$ cat config.mk
export PLATFORM = sky130hd
export DESIGN_NAME = mem_arbiter
export DESIGN_NICKNAME = d
export VERILOG_FILES = /design/src/rtl/mem_arbiter.sv
export SDC_FILE = /design/constraint.sdc
export NUM_CORES = 1
export LEC_CHECK = 0
export ABC_AREA = 0
export BUFFER_PORTS_ARGS = -buffer_cell sky130_fd_sc_hd__buf_2
export CAP_MARGIN = 10
export CORE_ASPECT_RATIO = 0.8
export CORE_MARGIN = 2
export CORE_UTILIZATION = 40
export CTS_BUF_LIST = sky130_fd_sc_hd__clkbuf_2 sky130_fd_sc_hd__clkbuf_4 sky130_fd_sc_hd__clkbuf_8
export CTS_CLUSTER_DIAMETER = 30
export DETAILED_ROUTE_END_ITERATION = 8
export GPL_TIMING_DRIVEN = 0
export PLACE_DENSITY = 0.8
export SYNTH_ARGS = -nofsm -noshare
export SYNTH_HDL_FRONTEND = slang
export SYNTH_SLANG_ARGS = --single-unit
$ cat constraint.sdc
create_clock -name clk -period 1.4 [get_ports clk]
set_input_delay 0.28 -clock clk [delete_from_list [all_inputs] [get_ports clk]]
set_output_delay 0.28 -clock clk [all_outputs]
set_load 0.1 [all_outputs]
$ cat src/rtl/mem_arbiter.sv
// mem_arbiter
// Shares one single-port synchronous-read memory between two requesters.
// Each requester raises req and holds we/addr/wdata stable until its ack.
// The arbiter grants round-robin, drives one memory strobe for exactly one
// cycle per access, and answers with a one-cycle ack (plus rdata for reads).
//
// Ports
//   clk, rst                 clock, synchronous active-high reset
//   req0/we0/addr0/wdata0    requester 0 request side
//   ack0/rdata0              requester 0 completion side
//   req1/we1/addr1/wdata1    requester 1 request side
//   ack1/rdata1              requester 1 completion side
//   busy                     high whenever the sequencer is not idle
//   mem_write/mem_read       one-cycle memory strobes
//   mem_address              memory address
//   mem_write_data           memory write data
//   mem_read_data            memory read data, valid the cycle after mem_read
//
// Every output comes straight from a flop.

module mem_arbiter #(
    parameter int ADDR_WIDTH = 8,
    parameter int DATA_WIDTH = 32
) (
    input  logic                  clk,
    input  logic                  rst,
    input  logic                  req0,
    input  logic                  we0,
    input  logic [ADDR_WIDTH-1:0] addr0,
    input  logic [DATA_WIDTH-1:0] wdata0,
    output logic                  ack0,
    output logic [DATA_WIDTH-1:0] rdata0,
    input  logic                  req1,
    input  logic                  we1,
    input  logic [ADDR_WIDTH-1:0] addr1,
    input  logic [DATA_WIDTH-1:0] wdata1,
    output logic                  ack1,
    output logic [DATA_WIDTH-1:0] rdata1,
    output logic                  busy,
    output logic                  mem_write,
    output logic                  mem_read,
    output logic [ADDR_WIDTH-1:0] mem_address,
    output logic [DATA_WIDTH-1:0] mem_write_data,
    input  logic [DATA_WIDTH-1:0] mem_read_data
);

    typedef enum logic [1:0] {
        IDLE,
        ISSUE,
        CAPTURE,
        ACK
    } state_t;

    state_t                state_q, state_d;
    logic                  grant_q, grant_d;
    logic                  we_q, we_d;
    logic                  last_q, last_d;
    logic                  ack0_q, ack0_d;
    logic                  ack1_q, ack1_d;
    logic [DATA_WIDTH-1:0] rdata0_q, rdata0_d;
    logic [DATA_WIDTH-1:0] rdata1_q, rdata1_d;
    logic                  busy_q, busy_d;
    logic                  mem_write_q, mem_write_d;
    logic                  mem_read_q, mem_read_d;
    logic [ADDR_WIDTH-1:0] mem_address_q, mem_address_d;
    logic [DATA_WIDTH-1:0] mem_write_data_q, mem_write_data_d;
    logic                  winner;

    // Next-state logic for the whole sequencer.
    // Strobes and acks are decided one state early so that, once registered,
    // they appear in the cycle they belong to: the strobe is set on the
    // IDLE->ISSUE edge, a write's ack on the ISSUE->ACK edge, and a read's
    // ack together with its data on the CAPTURE->ACK edge.
    // When both requesters are waiting, the one that was not served last
    // wins; last_q resets to 1 so requester 0 wins the very first tie.
    // mem_address and mem_write_data simply hold between accesses, and
    // mem_address_q doubles as the latched address of the granted request.
    always_comb begin
        state_d          = state_q;
        grant_d          = grant_q;
        we_d             = we_q;
        last_d           = last_q;
        ack0_d           = 1'b0;
        ack1_d           = 1'b0;
        rdata0_d         = rdata0_q;
        rdata1_d         = rdata1_q;
        mem_write_d      = 1'b0;
        mem_read_d       = 1'b0;
        mem_address_d    = mem_address_q;
        mem_write_data_d = mem_write_data_q;
        winner           = 1'b0;

        case (state_q)
            IDLE: begin
                if (req0 || req1) begin
                    winner  = (req0 && req1) ? ~last_q : req1;
                    grant_d = winner;
                    last_d  = winner;
                    state_d = ISSUE;
                    if (winner) begin
                        we_d          = we1;
                        mem_address_d = addr1;
                        if (we1) begin
                            mem_write_d      = 1'b1;
                            mem_write_data_d = wdata1;
                        end else begin
                            mem_read_d = 1'b1;
                        end
                    end else begin
                        we_d          = we0;
                        mem_address_d = addr0;
                        if (we0) begin
                            mem_write_d      = 1'b1;
                            mem_write_data_d = wdata0;
                        end else begin
                            mem_read_d = 1'b1;
                        end
                    end
                end
            end

            ISSUE: begin
                if (we_q) begin
                    state_d = ACK;
                    ack0_d  = ~grant_q;
                    ack1_d  = grant_q;
                end else begin
                    state_d = CAPTURE;
                end
            end

            CAPTURE: begin
                state_d = ACK;
                ack0_d  = ~grant_q;
                ack1_d  = grant_q;
                if (grant_q) begin
                    rdata1_d = mem_read_data;
                end else begin
                    rdata0_d = mem_read_data;
                end
            end

            ACK: begin
                state_d = IDLE;
            end

            default: begin
                state_d = IDLE;
            end
        endcase

        busy_d = (state_d != IDLE);
    end

    // State and output registers with synchronous reset.
    // Reset drops any in-flight access without an ack; a write that was
    // already strobed has reached memory and stays there.
    always_ff @(posedge clk) begin
        if (rst) begin
            state_q          <= IDLE;
            grant_q          <= 1'b0;
            we_q             <= 1'b0;
            last_q           <= 1'b1;
            ack0_q           <= 1'b0;
            ack1_q           <= 1'b0;
            rdata0_q         <= '0;
            rdata1_q         <= '0;
            busy_q           <= 1'b0;
            mem_write_q      <= 1'b0;
            mem_read_q       <= 1'b0;
            mem_address_q    <= '0;
            mem_write_data_q <= '0;
        end else begin
            state_q          <= state_d;
            grant_q          <= grant_d;
            we_q             <= we_d;
            last_q           <= last_d;
            ack0_q           <= ack0_d;
            ack1_q           <= ack1_d;
            rdata0_q         <= rdata0_d;
            rdata1_q         <= rdata1_d;
            busy_q           <= busy_d;
            mem_write_q      <= mem_write_d;
            mem_read_q       <= mem_read_d;
            mem_address_q    <= mem_address_d;
            mem_write_data_q <= mem_write_data_d;
        end
    end

    assign ack0           = ack0_q;
    assign ack1           = ack1_q;
    assign rdata0         = rdata0_q;
    assign rdata1         = rdata1_q;
    assign busy           = busy_q;
    assign mem_write      = mem_write_q;
    assign mem_read       = mem_read_q;
    assign mem_address    = mem_address_q;
    assign mem_write_data = mem_write_data_q;

endmodule

==> results.tsv <==
stage	metric	value	unit
worst_hold_path	hold_sp	rst	
worst_setup_path	crit-path max FO	8	
drt	DRC viols	0	
logic_synthesis	Ys Warns	0	
power_and_ir_drop	Max IR drop VDD	1.52	mV
floorplan	Die Y	99.6	um
cts	H-tree depth	4	
worst_setup_path	worst reg2reg setup slack	-0.10	ns
cells_and_area	layout cell share with drive strength beyond 1	47.8	%
cells_and_area	ant diodes	0	
timing	Setup WS post-layout	-0.105	ns
worst_setup_path	crit path max-delay cell type	dfxtp_4	
logic_synthesis	Avg Inst Size Synth	9.00	um2
floorplan	Core Footprint	11000	um2
cells_and_area	Layout Utilization	64.9	%
cells_and_area	area of the multi-input gates	2240	um2
timing	RSZ-0062 raised after global routing	yes	
placement	DP Wirelength	9940	um
floorplan	row cnt	34	
logic_synthesis	Netlist cell types	28	
logic_synthesis	sequential share of the synthesized area	49.9	%
worst_setup_path	crit path capture type	register	
global_route	initial antenna violation count	0	
timing	max-slew violation count	0	
cts	clock latency on the worst-skew pair	0.42	ns
worst_hold_path	Hold Path Class	in2reg	
worst_setup_path	Crit path max-delay family	compound AO/OA/AOI/OAI gates	
cts	Root Buffer	clkbuf_8	
worst_setup_path	critical path type	reg2reg	
drt	vias per cell	5.07	
floorplan	Die Width	124	um
timing	Worst Skew	0.0155	ns
floorplan	die area	12300	um2
floorplan	io pins	227	
timing	Slew @ Worst Pin	0.714	ns
worst_setup_path	CP Buf/Inv Count	1	
drt	1st-pass router iterations	4	
timing	Finish-stage setup viols	32	
worst_hold_path	worst hold endpoint	state_q[1]	
timing	Fmax	0.665	GHz
power_and_ir_drop	cell leakage power	0.00303	uW
cts	clock sink count	114	
worst_setup_path	Largest stage delay, worst path	0.37	ns
timing	slew margin rel.	52.4	%
floorplan	Starting Density	41.5	%
cts	CTS buffer count	17	
logic_synthesis	most used flip-flop cell after synthesis	dfxtp_1	
worst_setup_path	R2R Path Start	last_q	
timing	Post-Route Setup TNS	-1.91	ns
worst_hold_path	Worst Hold Depth	2	
logic_synthesis	register bit total from synthesis	114	
global_route	vias in the first global route	4368	
drt	Routed Antenna Nets	0	
drt	final WL	14200	um
cts	Clock Tree Buf Depth	2	
cells_and_area	area delta synth->final	56.4	%
placement	placed cell count	878	
outcome	failing checks	setup timing	
global_route	pin count of the biggest net entering global routing	17	
logic_synthesis	number of flops mapped to enable cells by yosys	0	
worst_setup_path	worst reg2reg path depth	5	
timing	Final Hold Vio Count	0	
logic_synthesis	Net Count, Synth	630	
cells_and_area	Fillers	940	
global_route	GRT overflow	0	
worst_setup_path	crit-path cells	a21boi_4 > a32o_2 > and2_4 > clkbuf_16 > a211oi_2	
logic_synthesis	Mapped Area	4570	um2
logic_synthesis	Post-Synthesis Cells	508	
global_route	gr usage total	21.9	%
drt	Vias	4626	
cts	clock-pin slew on the worst setup and hold paths	0.06	ns
cells_and_area	Layout Nets	879	
placement	pre-CTS WS	-0.364	ns
cells_and_area	FF/Latch Area	2290	um2
placement	port buffer count	226	
worst_setup_path	Worst Path Required	1.68	ns
worst_setup_path	Startpoint Class	register	
worst_setup_path	Worst path depth	5	
worst_setup_path	reg2reg end	mem_write_data[28]	
power_and_ir_drop	power density over the cells	2320	nW/um2
cells_and_area	Final Non-Filler Cells	912	
outcome	outcome	finished with violations	
drt	DRT iter0 DRCs	211	
timing	Min Clock Period, post-route	1.50	ns
flow_run	max-cap viol count	0	
placement	GP Congestion	0.821	
cts	CTS tree	built	
logic_synthesis	asr flop ratio synth	0	%
timing	final period utilization	107	%
global_route	global-route wire length before repair	21000	um
drt	WL/cell	15.6	um
worst_setup_path	CP arrival	1.78	ns
-- what timing repair did --
item	CTS	global route
pin swaps	7	12
cloned	2	1
setup endpoints to repair	214	105
setup buffers	7	1
resized for setup	189	65
hold buffers	0	0
-- sequential cells by signal (all words and copies together), names as in the netlist --
register	count
mem_write_data	32
grant_q	1
mem_read	1
ack1	1
rdata0	32
ack0	1
mem_write	1
last_q	1
state_q	2
busy	1
rdata1	32
mem_address	8
we_q	1
-- Yosys cell counts (all sizes together) (2+ instances only) --
cell,instances,share of area (%)
a21oi,99,11
o21ai,2,0.22
inv,3,0.25
ha,4,1.1
mux2i,40,8.8
and2,2,0.33
nand2,133,11
nor2b,2,0.27
dfxtp,114,50
clkbuf,29,2.4
nand2b,2,0.27
a211oi,40,9.8
buf,15,2.3
nor2,13,1.1
-- logic make-up (layout without fill, tap and decap cells) --
logic type	Yosys count	count (layout)	synth area share (%)
simple gates	155	155	13.2
mux	40	40	8.76
fa+ha+maj	4	4	1.09
buf+inv	47	307	4.90
flops	114	114	49.9
compound gates	148	148	22.1
-- final cells by class --
class	count	share of cell area [%]
Buffer	37	4.50
Clock buffer	20	3.76
Clock inverter	10	2.22
Inverter	3	0.192
Multi-Input combinational cell	347	31.3
Sequential cell	114	32.0
Tap cell	144	2.52
Timing Repair Buffer	237	23.5
-- per-stage QoR --
step                hold slack (ns)  cell area, um2  total power (uW)
finish                        0.103            7150             16600
global route                 0.0698            7150             17300
CTS                          0.0444            6910             16200
detailed placement            0.444            5890             11800
global placement              0.439            5890             11700
floorplan                     0.366            4580             10500
-- power breakdown --
group / total [uW] / switching (uW) / leakage (uW) / internal [uW]
combinational: 8910 / 6380 / 0.00189 / 2530
sequential: 4340 / 446 / 0.000931 / 3890
clock: 3360 / 1330 / 0.000214 / 2030
-- worst max-delay path by stage --
stage                                     to  startpoint  slack [ns]
after floorplan           mem_write_data[10]        req1       -0.09
after global placement    mem_write_data[20]        req1       -0.35
after detailed placement            mem_read  state_q[0]       -0.36
after CTS                 mem_write_data[17]      last_q       -0.09
after global routing      mem_write_data[22]      last_q       -0.15
final                     mem_write_data[28]      last_q       -0.10
-- metal layers --
metal | global-route usage (%) | vias up | share of wire [%]
met5 | 0 | - | 0
met4 | 7.87 | 0 | 2.1
met3 | 6.19 | 28 | 5.6
met2 | 34.7 | 156 | 48
met1 | 28.5 | 2201 | 44
li1 | - | 2241 | -
-- layout by cell type, fill, tap and decap left out, types with 2 or more instances in the layout --
cell        count
nand2_1       133
buf_2         119
dfxtp_1       110
buf_4          87
a21oi_1        75
mux2i_1        36
buf_6          35
a211oi_2       30
clkbuf_8       24
a21oi_2        24
nor2_1         13
clkbuf_1       11
a211oi_1       10
clkbuf_4        7
buf_8           4
bufinv_16       4
buf_12          3
mux2i_2         3
clkinv_2        3
dfxtp_2         3
o21ai_1         2
ha_4            2
ha_1            2
clkinvlp_4      2
buf_16          2
Power figures use the tool's default switching activity.
